**src/rtl/gem_sync_mon_n.sv**
```systemverilog
// GEM fiber sync monitor.
// Each chamber group of fibers, plus the set of all fibers, is checked every
// cycle for matching K-characters. A group counts as good when any unmasked
// fiber carries the overflow K-char, or when all its unmasked fibers agree.
// Each checker runs a LOCKED/ACQUIRE hysteresis FSM, a sticky lost-sync flag
// and a saturating mismatch counter.
// Optional build macro GEM_SYNC_MON_SNAPSHOT_EN adds a capture of the fiber
// bus at the first bad all-fiber cycle (snap_kchar / snap_valid).

// Per-checker lock FSM, sticky flag and error counter.
module gem_sync_mon_grp #(
    parameter int LOCK_CYCLES = 4,
    parameter int ERRCNT_W    = 16
) (
    input  logic                clock,
    input  logic                reset,
    input  logic                good,
    input  logic                clear,
    output logic                synced,
    output logic                lostsync,
    output logic [ERRCNT_W-1:0] err_cnt
);
    typedef enum logic {LOCKED = 1'b0, ACQUIRE = 1'b1} state_t;

    state_t     state;
    logic [7:0] cnt;

    // Lock hysteresis: one bad cycle drops lock, LOCK_CYCLES good in a row regain it.
    always_ff @(posedge clock) begin
        if (reset) begin
            state  <= LOCKED;
            synced <= 1'b1;
            cnt    <= '0;
        end else begin
            case (state)
                LOCKED: begin
                    if (!good) begin
                        state  <= ACQUIRE;
                        synced <= 1'b0;
                        cnt    <= '0;
                    end
                end
                ACQUIRE: begin
                    if (!good) begin
                        cnt <= '0;
                    end else if (cnt == 8'(LOCK_CYCLES - 1)) begin
                        state  <= LOCKED;
                        synced <= 1'b1;
                        cnt    <= '0;
                    end else begin
                        cnt <= cnt + 8'd1;
                    end
                end
                default: begin
                    state  <= LOCKED;
                    synced <= 1'b1;
                    cnt    <= '0;
                end
            endcase
        end
    end

    // Sticky loss flag and saturating mismatch counter; clear beats a bad cycle.
    always_ff @(posedge clock) begin
        if (reset || clear) begin
            lostsync <= 1'b0;
            err_cnt  <= '0;
        end else if (!good) begin
            lostsync <= 1'b1;
            if (err_cnt != '1)
                err_cnt <= err_cnt + 1'b1;
        end
    end
endmodule

module gem_sync_mon_n #(
    parameter int                NFIBERS       = 4,
    parameter int                FIBERS_PER_CH = 2,
    parameter int                KWIDTH        = 8,
    parameter logic [KWIDTH-1:0] OVF_KCHAR     = 8'hFC,
    parameter int                LOCK_CYCLES   = 4,
    parameter int                ERRCNT_W      = 16,
    localparam int               NCH           = NFIBERS / FIBERS_PER_CH
) (
    input  logic                      clock,
    input  logic                      reset,
    input  logic [NFIBERS*KWIDTH-1:0] kchar_in,
    input  logic [NFIBERS-1:0]        fiber_mask,
    input  logic                      clear_counters,
    output logic [NCH-1:0]            ch_synced,
    output logic                      all_synced,
    output logic [NCH-1:0]            ch_lostsync,
    output logic                      all_lostsync,
    output logic [NCH*ERRCNT_W-1:0]   ch_err_cnt,
    output logic [ERRCNT_W-1:0]       all_err_cnt
`ifdef GEM_SYNC_MON_SNAPSHOT_EN
    ,
    output logic [NFIBERS*KWIDTH-1:0] snap_kchar,
    output logic                      snap_valid
`endif
);
    // Fibers [lo, lo+n) agree, ignoring masked fibers; an overflow K-char anywhere
    // in the span forgives the cycle. Zero or one active fiber is trivially good.
    function automatic logic span_good(input logic [NFIBERS*KWIDTH-1:0] kc,
                                       input logic [NFIBERS-1:0] m,
                                       input int lo, input int n);
        logic              ovf, eq, have;
        logic [KWIDTH-1:0] ref_k;
        ovf   = 1'b0;
        eq    = 1'b1;
        have  = 1'b0;
        ref_k = '0;
        for (int f = 0; f < NFIBERS; f++) begin
            if (f >= lo && f < lo + n && !m[f]) begin
                if (kc[f*KWIDTH +: KWIDTH] == OVF_KCHAR)
                    ovf = 1'b1;
                if (!have) begin
                    ref_k = kc[f*KWIDTH +: KWIDTH];
                    have  = 1'b1;
                end else if (kc[f*KWIDTH +: KWIDTH] != ref_k) begin
                    eq = 1'b0;
                end
            end
        end
        return ovf | eq;
    endfunction

    // Slot NCH is the all-fiber checker; slots 0..NCH-1 are the chamber groups.
    logic [NCH:0]               good_v;
    logic [NCH:0]               synced_v;
    logic [NCH:0]               lost_v;
    logic [NCH:0][ERRCNT_W-1:0] err_v;

    for (genvar g = 0; g <= NCH; g++) begin : g_chk
        if (g < NCH) begin : g_grp
            assign good_v[g] = span_good(kchar_in, fiber_mask, g * FIBERS_PER_CH, FIBERS_PER_CH);
        end else begin : g_all
            assign good_v[g] = span_good(kchar_in, fiber_mask, 0, NFIBERS);
        end

        gem_sync_mon_grp #(
            .LOCK_CYCLES (LOCK_CYCLES),
            .ERRCNT_W    (ERRCNT_W)
        ) u_grp (
            .clock    (clock),
            .reset    (reset),
            .good     (good_v[g]),
            .clear    (clear_counters),
            .synced   (synced_v[g]),
            .lostsync (lost_v[g]),
            .err_cnt  (err_v[g])
        );
    end

    assign ch_synced    = synced_v[NCH-1:0];
    assign all_synced   = synced_v[NCH];
    assign ch_lostsync  = lost_v[NCH-1:0];
    assign all_lostsync = lost_v[NCH];
    assign ch_err_cnt   = err_v[NCH-1:0];
    assign all_err_cnt  = err_v[NCH];

`ifdef GEM_SYNC_MON_SNAPSHOT_EN
    // Capture the bus at the first bad all-fiber cycle; held until reset or clear.
    always_ff @(posedge clock) begin
        if (reset || clear_counters) begin
            snap_kchar <= '0;
            snap_valid <= 1'b0;
        end else if (!good_v[NCH] && !snap_valid) begin
            snap_kchar <= kchar_in;
            snap_valid <= 1'b1;
        end
    end
`endif
endmodule

```
**config.mk**
```make
export PLATFORM = sky130hd
export DESIGN_NAME = gem_sync_mon_n
export DESIGN_NICKNAME = d
export VERILOG_FILES = /design/src/rtl/gem_sync_mon_n.sv
export SDC_FILE = /design/constraint.sdc
export NUM_CORES = 1
export LEC_CHECK = 0
export BUFFER_PORTS_ARGS = -buffer_cell sky130_fd_sc_hd__buf_4
export CAP_MARGIN = 5
export CORE_MARGIN = 2
export CORE_UTILIZATION = 40
export CTS_CLUSTER_SIZE = 12
export DETAILED_ROUTE_END_ITERATION = 10
export HOLD_SLACK_MARGIN = 0.1
export SETUP_SLACK_MARGIN = 0.1
export SLEW_MARGIN = 20
export SYNTH_ARGS = -nofsm -noshare
export SYNTH_HDL_FRONTEND = slang
export SYNTH_HIERARCHICAL = 1
export SYNTH_SLANG_ARGS = --single-unit
```
**constraint.sdc**
```tcl
create_clock -name clock -period 3.3 [get_ports clock]
set_clock_uncertainty 0.1 [all_clocks]
set_input_delay 0.495 -clock clock [delete_from_list [all_inputs] [get_ports clock]]
set_output_delay 0.495 -clock clock [all_outputs]
set_load 0.03 [all_outputs]
```
# Word level (Yosys, flattened, before mapping)
# Index checks and enable logic that the tools add are counted.
[totals]
regBits = 81
latch_bits = 0
mem_bits_rw = 0
mem_bits_ro = 0
input_bits = 39
output_inout_bits = 54
elab_cells = 129
mem_count = 0
[op_classes]
addsub = 6
mul = 0
n_div = 0
magnitude_cmp = 0
n_eq_ne = 23
shift = 0
n_mux = 69
bitwise_logic = 9
reduce_logical = 7
[op_table]
columns = ["operator", "n"]
rows = [
  ["$mux W8", 15],
  ["$add A16 B1 Y16 const B", 3],
  ["$ne A16 B16 Y1 const B", 3],
  ["$pmux W8 S2", 3],
  ["$mux W1", 45],
  ["$eq A8 B8 Y1 const B", 4],
  ["$ne A8 B8 Y1", 4],
  ["$add A8 B1 Y8 const B", 3],
  ["$eq A8 B2 Y1 const B", 3],
  ["$ne A2 B2 Y1 const B", 6],
  ["$pmux W1 S2", 6],
  ["$reduce_and A3 Y1", 3],
  ["$ne A2 B1 Y1 const B", 3],
  ["$not A1 Y1", 6],
  ["$reduce_and A2 Y1", 3],
  ["$or A1 B1 Y1", 3],
  ["$logic_or A1 B1 Y1", 1],
]

# Longest topological paths before layout
# Gate-level depths: netlist of the first run.
[logic_depth]
word_depth = 14
depth_mapped = 13
depth_no_buf = 10

# By module
# The synthesis of the first run kept the hierarchy.
[by_module_without_submodules]
columns = ["mod", "n_inst", "cells_per_inst", "area_per_inst_um2", "seq_area_each_um2"]
rows = [
  ["gem_sync_mon_grp at g_chk[0].u_grp ...", 2, 153, 1328.8, 540.5],
  ["gem_sync_mon_grp at g_chk[2].u_grp", 1, 152, 1308.8, 540.5],
  ["gem_sync_mon_n", 1, 174, 1192.4, 0.0],
]

# Worst setup path after synthesis of the first run
# OpenSTA, ideal clock, no wires.
[synth_timing]
path_type = "input to register"
start = "input port fiber_mask[1]"
end = "register g_chk[2].u_grp.cnt[7]"
setup_time_ns = 0.074
arrival_time_ns = 3.011
t_required_ns = 3.126
slack_ns = 0.114
stages = 12
n_path_buf = 2
cell_sequence = "buf_6 nor2b_4 a211oi_1 mux2_1 nor4_1 a31oi_1 o31ai_2 buf_2 nand2_1 a21oi_1 or3b_2 a31oi_1"
[synth_between]
elab_chain_len = 11
word_cells_on_any_way = 23
cone_classes = "eq/ne: 3; mux: 19; bitwise: 1"
[synth_lines]
columns = ["element", "line_no", "text"]
rows = [
  ["start, declared", "88", "input logic [NFIBERS-1:0] fiber_mask,"],
  ["$mux W8", "114", "if (f >= lo && f < lo + n && !m[f]) begin"],
  ["$ne A8 B8 Y1", "120", "end else if (kc[f*KWIDTH +: KWIDTH] != ref_k) begin"],
  ["$mux W1", "120", ""],
  ["$mux W1", "117", "if (!have) begin"],
  ["$mux W1", "114", ""],
  ["$mux W1", "120", ""],
  ["$mux W1", "117", ""],
  ["$mux W1", "114", ""],
  ["$or A1 B1 Y1 *", "125", "return ovf | eq;"],
  ["named net good_v[2]", "129", "logic [NCH:0] good_v;"],
  ["$mux W8", "44", "if (!good) begin"],
  ["$pmux W8 S2", "35", "case (state)"],
  ["end signal, assigned", "51", "cnt <= cnt + 8'd1;"],
  ["end, declared", "26", "logic [7:0] cnt;"],
]
# The timed path passes the listed nets; every way through them passes the cells marked *.
# A chain may end at the register's enable or synchronous reset.

# Worst setup path after layout of the first run
[layout_timing]
start = "input port fiber_mask[1]"
end = "register g_chk[2].u_grp.err_cnt[15]"
[layout_between]
elab_chain_len = 11
word_cells_on_any_way = 22
cone_classes = "eq/ne: 2; mux: 17; bitwise: 2; reduce/logical: 1"
[layout_lines]
columns = ["element", "line_no", "text"]
rows = [
  ["$mux W8", "114", ""],
  ["$ne A8 B8 Y1", "120", ""],
  ["$mux W1", "120", ""],
  ["$mux W1", "117", ""],
  ["$mux W1", "114", ""],
  ["$mux W1", "120", ""],
  ["$mux W1", "117", ""],
  ["$mux W1", "114", ""],
  ["$or A1 B1 Y1 *", "125", ""],
  ["named net good_v[2]", "129", ""],
  ["$not A1 Y1 (no source line) *", "--", ""],
  ["$reduce_and A2 Y1 (no source line) *", "--", ""],
  ["end signal, assigned", "71", "err_cnt <= err_cnt + 1'b1;"],
  ["end, declared", "21", "output logic [ERRCNT_W-1:0] err_cnt"],
]
# Marks and branches as above.

==> results of run 1 <==
## cell families after synthesis
logic type | Yosys count | synth area share
buf+inv | 51 | 0.0517
simple gates | 285 | 0.317
fa+ha+maj | 9 | 0.0218
xor+xnor | 35 | 0.0594
compound gates | 161 | 0.216
flops | 81 | 0.314
mux | 10 | 0.0196
## worst max-delay path: stages
cell and delay, ns:
sky130_fd_sc_hd__buf_4 0.17, sky130_fd_sc_hd__nor2b_4 0.20, sky130_fd_sc_hd__nand2_2 0.07, sky130_fd_sc_hd__a311oi_2 0.26, sky130_fd_sc_hd__buf_4 0.16, sky130_fd_sc_hd__a2111oi_4 0.04, sky130_fd_sc_hd__a31oi_1 0.23, sky130_fd_sc_hd__o31ai_2 0.12
sky130_fd_sc_hd__nand4b_1 0.23, sky130_fd_sc_hd__or4_4 0.55, sky130_fd_sc_hd__or4_1 0.51, sky130_fd_sc_hd__a21oi_1 0.14
## worst min path at each step
stage | startpoint | to | slack (ns) | depth (start not counted)
after floorplan | g_chk[0].u_grp/cnt[7]$_SDFFE_PP0P_ | g_chk[0].u_grp/cnt[7]$_SDFFE_PP0P_ | 0.38 | 2
after global placement | g_chk[2].u_grp/lostsync$_SDFFE_PP0N_ | g_chk[2].u_grp/lostsync$_SDFFE_PP0N_ | 0.37 | 1
after detailed placement | g_chk[2].u_grp/lostsync$_SDFFE_PP0N_ | g_chk[2].u_grp/lostsync$_SDFFE_PP0N_ | 0.37 | 1
after CTS | g_chk[2].u_grp/lostsync$_SDFFE_PP0N_ | g_chk[2].u_grp/lostsync$_SDFFE_PP0N_ | 0.39 | 1
after global routing | g_chk[2].u_grp/lostsync$_SDFFE_PP0N_ | g_chk[2].u_grp/lostsync$_SDFFE_PP0N_ | 0.40 | 1
final | g_chk[2].u_grp/lostsync$_SDFFE_PP0N_ | g_chk[2].u_grp/lostsync$_SDFFE_PP0N_ | 0.38 | 1
## report_power, final
group          total (mW)  internal [mW]  leakage (nW)  switching (mW)
sequential           1.00          0.990         0.655          0.0147
combinational       0.332          0.145          1.62           0.187
clock                1.01          0.607         0.135           0.404
## state kept, by name, indices dropped and copies added, names as in the netlist
signal / count
g_chk.u_grp/synced: 3
g_chk.u_grp/state: 3
g_chk.u_grp/lostsync: 3
g_chk.u_grp/cnt: 24
g_chk.u_grp/err_cnt: 48
## repair_timing
| action | in CTS | in global routing |
|---|---|---|
| endpoints found under the setup margin | 0 | 8 |
| hold endpoints to repair | 0 | 0 |
| resized for setup | 0 | 3 |
## routing by layer
metal / vias to the layer above / global-route usage / share of wire / routed length, microns
li1: 2615 / - / - / -
met1: 2560 / 0.265 / 0.45 / 6550
met2: 154 / 0.352 / 0.48 / 6960
met3: 18 / 0.0509 / 0.053 / 765
met4: 0 / 0.0715 / 0.016 / 229
met5: - / 0 / 0 / 0
## stage by stage
| stage | utilization | hold WS [ns] |
|---|---|---|
| 2_1_floorplan | - | 0.379 |
| 3_3_place_gp | 0.484 | 0.365 |
| 3_5_place_dp | 0.484 | 0.374 |
| 4_1_cts | 0.508 | 0.390 |
| 5_1_grt | 0.509 | 0.396 |
| 6_report | 0.509 | 0.375 |
## final cells by class
type / instances / area [sq um] / area share
tap: 172 / 215 / 0.0335
inverter: 18 / 67.6 / 0.0105
timing repair buffer: 123 / 936 / 0.146
clock buffer: 12 / 246 / 0.0384
multi-input combinational: 500 / 3290 / 0.511
clock inverter: 4 / 52.6 / 0.00818
sequential: 81 / 1620 / 0.252
## cells in the final DEF, fill, tap and decap left out, drive strengths merged, types with 4 or more instances in the layout
master  Yosys  layout
nor4        7       7
dfxtp      81      81
nand2      55      55
o41ai       7       7
mux2i       9       9
a22oi       4       4
o211ai      4       4
nand4b      5       5
o21a        6       6
nand3b      8       8
xor2       19      19
or3         8       8
nor2b       4       4
o31ai      13      13
xnor2      16      16
nor4bb      5       5
buf        18     123
o311ai      6       6
nand4      25      25
nor2       60      60
nand3      33      33
clkbuf     15      12
inv        18      18
and4        7       7
nor4b       7       7
nand2b      6       6
a211oi      6       6
nor3       11      11
a41o        4       4
a21oi      44      44
a31oi      23      23
or4        17      17
ha          9       9
and3        5       5
or2         6       6
o21ai      20      20
or3b        8       8
==> flow_metrics.py, run 1 <==
metrics = {
    "run_status": {
        "outcome": "finished, final reports clean",
    },
    "yosys": {
        "mappedNetlistArea_sq_um": 5160,
        "ys_async_sr_fraction": 0,
        "biggest_area_contributors_in_the_synthesized_netlist": "sky130_fd_sc_hd__dfxtp_1, sky130_fd_sc_hd__nor2_1, sky130_fd_sc_hd__a21oi_1",
        "ys.warnings.count": 6,
        "synth_enable_flop_cells": 0,
        "netlist.area_leader.share": 0.314,
        "synthTopCellsByCount": "sky130_fd_sc_hd__dfxtp_1, sky130_fd_sc_hd__nor2_1, sky130_fd_sc_hd__nand2_1",
        "post-synth-top-count-cell": "sky130_fd_sc_hd__dfxtp_1",
        "synth_cell_type_count": 66,
        "proportion_of_synthesized_chip_area_in_sequential_cells": 0.314,
        "synth.ff_latch_count": 81,
        "synth-main-ff-cell": "sky130_fd_sc_hd__dfxtp_1",
        "syn_area_per_cell_sq_um": 8.16,
        "synthDominantAreaCellType": "sky130_fd_sc_hd__dfxtp_1",
        "syn_inst": 632,
        "synthesis.nets": 680,
    },
    "clock_tree": {
        "root_buffer": "sky130_fd_sc_hd__clkbuf_16",
        "clock_tree_from_tritoncts": "done",
        "clock_tree.htree_level_count": 3,
        "clock_transition_at_path_regs_ns": 0.06,
        "cts_setup_buffers": 0,
        "cts_inserted_buffers": 9,
        "clkLatencyLatePin_ns": 0.34,
        "cts_hold_repair.buffers": 0,
        "cts_sinks": 81,
        "clockBufferDepth": 2,
    },
    "grt": {
        "globalRouteOverflowTotal": 0,
        "vias_in_the_first_global_route": 5084,
        "track_usage": 0.210,
        "grt_antenna_before_repair": 0,
        "grt_first_pass_wirelength_microns": 24300,
        "grt_start_max_net_pins": 40,
    },
    "flow_run": {
        "cap_violations": 0,
    },
    "worst_setup_path": {
        "worstReg2RegEnd": "g_chk[1].u_grp/err_cnt[3]$_SDFFE_PP0P_",
        "critPathArrivalTime_ns": 3.18,
        "critPathRequiredTime_ns": 3.48,
        "timing.critical_path.fanout_max": 14,
        "regToRegStartpoint": "g_chk[1].u_grp/err_cnt[0]$_SDFFE_PP0P_",
        "setup.worst_path.class": "in -> reg",
        "timing.critical_path.to": "g_chk[2].u_grp/err_cnt[15]$_SDFFE_PP0P_",
        "capturing_element_type_of_the_critical_path": "flop",
        "worstRegToRegCells": 6,
        "worstSetupStartpointType": "primary input",
        "critPathLaunch": "fiber_mask[1]",
        "regToRegSetupSlack_ns": 1.12,
    },
    "sta": {
        "timing.slew.headroom": 0.617,
        "tightestPinTransition_ns": 0.570,
        "fmax_mhz": 333,
        "finalMaxSlewViolations": 0,
        "worst_slack_ns": 0.300,
        "totalNegativeSetupSlack_ns": 0,
        "grt_setup_unrepaired": "false",
        "finalSetupViolations": 0,
        "finalCritPeriodShare": 0.909,
        "final-hold-violation-count": 0,
        "period_needed_ns": 3.00,
    },
    "min_path": {
        "min_path_type": "reg -> reg",
    },
    "route": {
        "drt-initial-drc-count": 437,
        "drt-vias-per-instance": 5.88,
        "dr.pass1.iters": 5,
        "routed_wire_length_per_instance_microns": 15.9,
        "route.final.wire_length_microns": 14500,
        "vias": 5347,
        "drcViolationCount": 0,
        "final_antenna_net_count": 0,
    },
    "final_layout": {
        "instances_no_fill": 910,
        "fillers": 1222,
        "finish.instance_area_sq_um": 6430,
        "finalNetCount": 781,
        "drive_gt1_frac": 0.229,
        "flow.area_growth_from_synthesis_pct": 24.6,
        "antenna_cells": 0,
    },
    "placement": {
        "place_area_sq_um": 6110,
        "placed_cells": 894,
        "port-buffer-count": 92,
        "detailedPlace.worstSlack_ns": -0.0647,
        "hpwl_microns": 10700,
        "gp_routability_congestion": 0.883,
    },
    "floorplan": {
        "die-height_microns": 118,
        "dieArea_sq_um": 13800,
        "io-pin-count": 93,
        "core-area_sq_um": 12600,
        "dieWidth_microns": 118,
        "placementRows": 41,
        "initial_core_util": 0.409,
    },
    "power_and_ir_drop": {
        "maximum_vdd_drop_v": 0.000221,
        "total_power_mw": 2.35,
        "leakagePower_nw": 2.41,
        "power_per_cell_area_nw_per_um2": 365,
    },
}
(Power assumes the default switching activity.)
==> run 2: changes to the inputs <==
--- a/config.mk
+++ b/config.mk
@@ -8,7 +8,7 @@
 export BUFFER_PORTS_ARGS = -buffer_cell sky130_fd_sc_hd__buf_4
 export CAP_MARGIN = 5
 export CORE_MARGIN = 2
-export CORE_UTILIZATION = 40
+export CORE_UTILIZATION = 35
 export CTS_CLUSTER_SIZE = 12
 export DETAILED_ROUTE_END_ITERATION = 10
 export HOLD_SLACK_MARGIN = 0.1
==> flow_metrics.py, run 2 (synthesized netlist as in run 1, its figures left out) <==
metrics = {
    "run_status": {
        "outcome": "finished, final reports clean",
    },
    "placement": {
        "gp_routability_congestion": 0.929,
        "placed_cells": 913,
        "hpwl_microns": 11000,
        "detailedPlace.worstSlack_ns": -0.100,
        "port-buffer-count": 92,
    },
    "final_layout": {
        "mostFrequentLayoutCells": "sky130_fd_sc_hd__buf_4, sky130_fd_sc_hd__dfxtp_1, sky130_fd_sc_hd__nor2_1, sky130_fd_sc_hd__nand2_1, sky130_fd_sc_hd__a21oi_1",
        "flow.area_growth_from_synthesis_pct": 26.3,
        "antenna_cells": 0,
        "instances_no_fill": 929,
        "multiInputGateArea_sq_um": 3280,
        "drive_gt1_frac": 0.235,
        "finalNetCount": 788,
        "fillers": 1424,
        "mostFrequentLayoutCell": "sky130_fd_sc_hd__buf_4",
        "largestRegisters": "g_chk.u_grp/err_cnt x48, g_chk.u_grp/cnt x24",
        "largest_register_ff_count": 48,
        "storage_element_area_sq_um": 1620,
        "max_flop_register": "g_chk.u_grp/err_cnt",
    },
    "grt": {
        "grt_antenna_before_repair": 0,
        "track_usage": 0.183,
        "globalRouteOverflowTotal": 0,
        "grt_first_pass_wirelength_microns": 24100,
        "grt_start_max_net_pins": 40,
        "vias_in_the_first_global_route": 4894,
    },
    "clock_tree": {
        "cts_hold_repair.buffers": 0,
        "root_buffer": "sky130_fd_sc_hd__clkbuf_16",
        "cts_sinks": 81,
        "clock_tree.htree_level_count": 3,
        "clock_tree_from_tritoncts": "done",
        "cts_inserted_buffers": 9,
        "clkLatencyLatePin_ns": 0.34,
        "clock_transition_at_path_regs_ns": 0.06,
        "cts_setup_buffers": 0,
        "cts_resized": 0,
        "clockBufferDepth": 2,
    },
    "sta": {
        "fmax_mhz": 328,
        "tightestPinTransition_ns": 0.585,
        "final-hold-violation-count": 0,
        "timing.slew.headroom": 0.606,
        "finalSetupViolations": 0,
        "grt_setup_unrepaired": "false",
        "finalMaxSlewViolations": 0,
        "finalCritPeriodShare": 0.924,
        "period_needed_ns": 3.05,
        "worst_slack_ns": 0.250,
        "final.hold.worst_slack_ns": 0.372,
    },
    "route": {
        "drt-initial-drc-count": 429,
        "final_antenna_net_count": 0,
        "vias": 5320,
        "drt-vias-per-instance": 5.73,
        "drcViolationCount": 0,
        "routed_wire_length_per_instance_microns": 15.6,
        "route.final.wire_length_microns": 14500,
        "dr.pass1.iters": 5,
    },
    "floorplan": {
        "dieArea_sq_um": 15700,
        "die-height_microns": 125,
        "io-pin-count": 93,
        "core-area_sq_um": 14500,
        "placementRows": 44,
        "dieWidth_microns": 125,
        "initial_core_util": 0.356,
    },
    "worst_setup_path": {
        "worstSetupStartpointType": "primary input",
        "capturing_element_type_of_the_critical_path": "flop",
        "timing.critical_path.fanout_max": 9,
        "critPathRequiredTime_ns": 3.46,
        "setup.worst_path.class": "in -> reg",
        "critPathArrivalTime_ns": 3.21,
    },
    "power_and_ir_drop": {
        "leakagePower_nw": 2.46,
        "power_per_cell_area_nw_per_um2": 374,
        "maximum_vdd_drop_v": 0.000221,
    },
    "flow_run": {
        "cap_violations": 0,
    },
    "min_path": {
        "min_path_type": "reg -> reg",
    },
}
## run 2: cell types whose count changed in the layout (fill, tap and decap cells not counted), sizes merged
| cell | before | now |
|---|---|---|
| buf | 123 | 130 |
| bufinv | 1 | 2 |
| clkinvlp | 3 | 2 |
## run 2: through the flow
stage          TNS, ns  total power, mW  utilization  area [sq um]
3_3_place_gp   -0.0662             1.35        0.427          6180
5_1_grt              0             2.54        0.450          6520
4_1_cts              0             2.45        0.450          6510
2_1_floorplan        0             1.22            -          5160
3_5_place_dp    -0.213             1.36        0.427          6180
6_report             0             2.43        0.450          6520
## run 2: area by class of cell
class                      instances  share of cell area
clock inverter                     4              0.0115
timing repair buffer             130               0.152
tap                              184              0.0353
sequential                        81               0.249
inverter                          18              0.0104
multi-input combinational        500               0.503
clock buffer                      12              0.0394
## run 2: path summary, 6_finish.rpt
check	cells past startpoint	slack, ns	from	endpoint
hold reg to reg	1	0.37	g_chk[2].u_grp/lostsync$_SDFFE_PP0N_	g_chk[2].u_grp/lostsync$_SDFFE_PP0N_
hold / removal	1	0.37	g_chk[2].u_grp/lostsync$_SDFFE_PP0N_	g_chk[2].u_grp/lostsync$_SDFFE_PP0N_
setup / recovery	11	0.25	fiber_mask[2]	g_chk[2].u_grp/err_cnt[13]$_SDFFE_PP0P_
setup reg to reg	4	1.18	g_chk[1].u_grp/err_cnt[5]$_SDFFE_PP0P_	g_chk[1].u_grp/err_cnt[15]$_SDFFE_PP0P_
## run 2: power breakdown
| group | total (mW) | internal, mW | switching [mW] | leakage (nW) |
|---|---|---|---|---|
| combinational | 0.333 | 0.147 | 0.185 | 1.65 |
| clock | 1.10 | 0.704 | 0.393 | 0.155 |
| sequential | 1.00 | 0.990 | 0.0145 | 0.655 |
| total | 2.43 | 1.84 | 0.593 | 2.46 |
## run 2: layer usage
metal,share of wire,vias up,track usage
li1,-,2624,-
met1,0.45,2515,0.237
met2,0.47,168,0.304
met3,0.070,13,0.0466
met4,0.011,0,0.0464
met5,0,-,0
## run 2: worst max-delay path: stages
cell                        delay, ns
sky130_fd_sc_hd__buf_4           0.16
sky130_fd_sc_hd__nand3b_1        0.19
sky130_fd_sc_hd__a311oi_1        0.29
sky130_fd_sc_hd__a41o_1          0.19
sky130_fd_sc_hd__a2111oi_4       0.04
sky130_fd_sc_hd__a31oi_1         0.24
sky130_fd_sc_hd__o31ai_2         0.09
sky130_fd_sc_hd__nand4b_1        0.21
sky130_fd_sc_hd__or4_1           0.60
sky130_fd_sc_hd__or4_1           0.53
sky130_fd_sc_hd__a21oi_1         0.18
==> run 3: changes to the inputs <==
--- a/config.mk
+++ b/config.mk
@@ -12,6 +12,7 @@
 export CTS_CLUSTER_SIZE = 12
 export DETAILED_ROUTE_END_ITERATION = 10
 export HOLD_SLACK_MARGIN = 0.1
+export PLACE_DENSITY = 0.61
 export SETUP_SLACK_MARGIN = 0.1
 export SLEW_MARGIN = 20
 export SYNTH_ARGS = -nofsm -noshare
==> flow_metrics.py, run 3 (synthesized netlist as in run 1, its figures left out) <==
metrics = {
    "clock_tree": {
        "cts_sinks": 81,
        "cts_setup_buffers": 0,
        "clock_tree_from_tritoncts": "done",
        "cts_inserted_buffers": 9,
        "cts_hold_repair.buffers": 0,
        "clkLatencyLatePin_ns": 0.33,
        "clockBufferDepth": 2,
        "clock_tree.htree_level_count": 3,
        "root_buffer": "sky130_fd_sc_hd__clkbuf_16",
        "clock_transition_at_path_regs_ns": 0.06,
        "cts_resized": 0,
    },
    "run_status": {
        "outcome": "finished, final reports clean",
    },
    "sta": {
        "tightestPinTransition_ns": 0.494,
        "finalMaxSlewViolations": 0,
        "period_needed_ns": 2.98,
        "totalNegativeSetupSlack_ns": 0,
        "timing.slew.headroom": 0.667,
        "final-hold-violation-count": 0,
        "grt_setup_unrepaired": "false",
        "finalCritPeriodShare": 0.902,
        "fmax_mhz": 336,
        "final.hold.worst_slack_ns": 0.375,
        "finalSetupViolations": 0,
    },
    "min_path": {
        "min_path_cells": 1,
        "min_path_type": "reg -> reg",
        "timing.hold.worst.start": "g_chk[1].u_grp/lostsync$_SDFFE_PP0N_",
        "hold-path-endpoint": "g_chk[1].u_grp/lostsync$_SDFFE_PP0N_",
    },
    "final_layout": {
        "largest_register_ff_count": 48,
        "largestRegisters": "g_chk.u_grp/err_cnt x48, g_chk.u_grp/cnt x24",
        "finish.instance_area_sq_um": 6440,
        "max_flop_register": "g_chk.u_grp/err_cnt",
        "fillers": 1418,
        "drive_gt1_frac": 0.226,
        "antenna_cells": 0,
        "finalNetCount": 783,
        "flow.area_growth_from_synthesis_pct": 24.8,
        "mostFrequentLayoutCell": "sky130_fd_sc_hd__buf_4",
        "mostFrequentLayoutCells": "sky130_fd_sc_hd__buf_4, sky130_fd_sc_hd__dfxtp_1, sky130_fd_sc_hd__nor2_1, sky130_fd_sc_hd__nand2_1, sky130_fd_sc_hd__a21oi_1",
    },
    "floorplan": {
        "core-area_sq_um": 14500,
        "dieArea_sq_um": 15700,
        "io-pin-count": 93,
        "initial_core_util": 0.356,
        "placementRows": 44,
        "dieWidth_microns": 125,
        "die-height_microns": 125,
    },
    "power_and_ir_drop": {
        "leakagePower_nw": 2.42,
        "maximum_vdd_drop_v": 0.000244,
        "power_per_cell_area_nw_per_um2": 367,
    },
    "worst_setup_path": {
        "critPathArrivalTime_ns": 3.13,
        "worstSetupStartpointType": "primary input",
        "critPathRequiredTime_ns": 3.45,
        "worstRegToRegCells": 4,
        "regToRegSetupSlack_ns": 1.21,
        "timing.critical_path.fanout_max": 11,
        "setup.worst_path.class": "in -> reg",
        "capturing_element_type_of_the_critical_path": "flop",
        "worstReg2RegEnd": "g_chk[1].u_grp/err_cnt[15]$_SDFFE_PP0P_",
        "regToRegStartpoint": "g_chk[1].u_grp/err_cnt[5]$_SDFFE_PP0P_",
    },
    "grt": {
        "track_usage": 0.176,
        "vias_in_the_first_global_route": 4816,
        "grt_antenna_before_repair": 0,
        "globalRouteOverflowTotal": 0,
        "grt_start_max_net_pins": 40,
        "grt_first_pass_wirelength_microns": 23300,
    },
    "route": {
        "drt-initial-drc-count": 279,
        "final_antenna_net_count": 0,
        "vias": 5267,
        "dr.pass1.iters": 5,
        "drt-vias-per-instance": 5.70,
        "drcViolationCount": 0,
        "route.final.wire_length_microns": 14100,
        "routed_wire_length_per_instance_microns": 15.2,
    },
    "flow_run": {
        "cap_violations": 0,
    },
    "placement": {
        "hpwl_microns": 10700,
        "gp_routability_congestion": 0.889,
        "place_area_sq_um": 6130,
        "port-buffer-count": 92,
    },
}
==> run 3: cell count changes in the layout (fill, tap and decap cells not counted), sizes merged <==
cell | previous run | this run
clkinvlp | 2 | 0
clkinv | 0 | 1
buf | 130 | 125
clkbuf | 12 | 13
==> run 3: cell type report <==
| type | count | area, sq um | share of cell area |
|---|---|---|---|
| inverters | 18 | 67.6 | 0.0105 |
| flip-flops and latches | 81 | 1620 | 0.252 |
| repair buffers | 125 | 938 | 0.146 |
| clock buffers | 13 | 240 | 0.0373 |
| clock inverters | 3 | 65.1 | 0.0101 |
| multi-input cells | 500 | 3270 | 0.509 |
| well taps | 184 | 230 | 0.0358 |
==> run 3: power breakdown <==
part	total [mW]	internal, mW	switching (mW)
Clock	1.03	0.662	0.369
Sequential	1.01	0.990	0.0147
Combinational	0.326	0.142	0.183
==> run 3: how the worst max path moves through the flow <==
stage                                              end          start  depth (start not counted)
3_5_place_dp   g_chk[2].u_grp/err_cnt[15]$_SDFFE_PP0P_  fiber_mask[1]                         12
3_3_place_gp   g_chk[2].u_grp/err_cnt[15]$_SDFFE_PP0P_  fiber_mask[1]                         12
5_1_grt        g_chk[2].u_grp/err_cnt[15]$_SDFFE_PP0P_  fiber_mask[1]                         12
2_1_floorplan       g_chk[2].u_grp/cnt[7]$_SDFFE_PP0P_  fiber_mask[1]                         12
4_1_cts        g_chk[2].u_grp/err_cnt[15]$_SDFFE_PP0P_  fiber_mask[1]                         12
6_report       g_chk[2].u_grp/err_cnt[15]$_SDFFE_PP0P_  fiber_mask[1]                         12
==> run 3: per-layer routing <==
metal  vias up  share of wire  GRT usage
met5         -              0          0
li1       2612              -          -
met4         0          0.022     0.0595
met2       165           0.46      0.283
met3        30          0.069     0.0407
met1      2460           0.45      0.232
==> run 3: critical path, stage by stage <==
cell and delay [ns]:
sky130_fd_sc_hd__buf_4 0.14, sky130_fd_sc_hd__buf_4 0.13, sky130_fd_sc_hd__nand3b_1 0.10, sky130_fd_sc_hd__a311o_1 0.36, sky130_fd_sc_hd__nand3_1 0.09, sky130_fd_sc_hd__nor4_1 0.06, sky130_fd_sc_hd__a31oi_1 0.22, sky130_fd_sc_hd__o31ai_2 0.12
sky130_fd_sc_hd__nand4b_1 0.21, sky130_fd_sc_hd__or4_4 0.54, sky130_fd_sc_hd__or4_1 0.51, sky130_fd_sc_hd__a21oi_1 0.16
==> run 3: stage by stage <==
step                setup slack [ns]  power, mW   util  std cells
floorplan                      0.114       1.22      -        632
global placement             -0.0404       1.35  0.423        908
detailed placement           -0.0730       1.35  0.423        908
CTS                            0.279       2.39  0.444        924
global route                   0.113       2.46  0.445        924
finish                         0.323       2.36  0.445        924
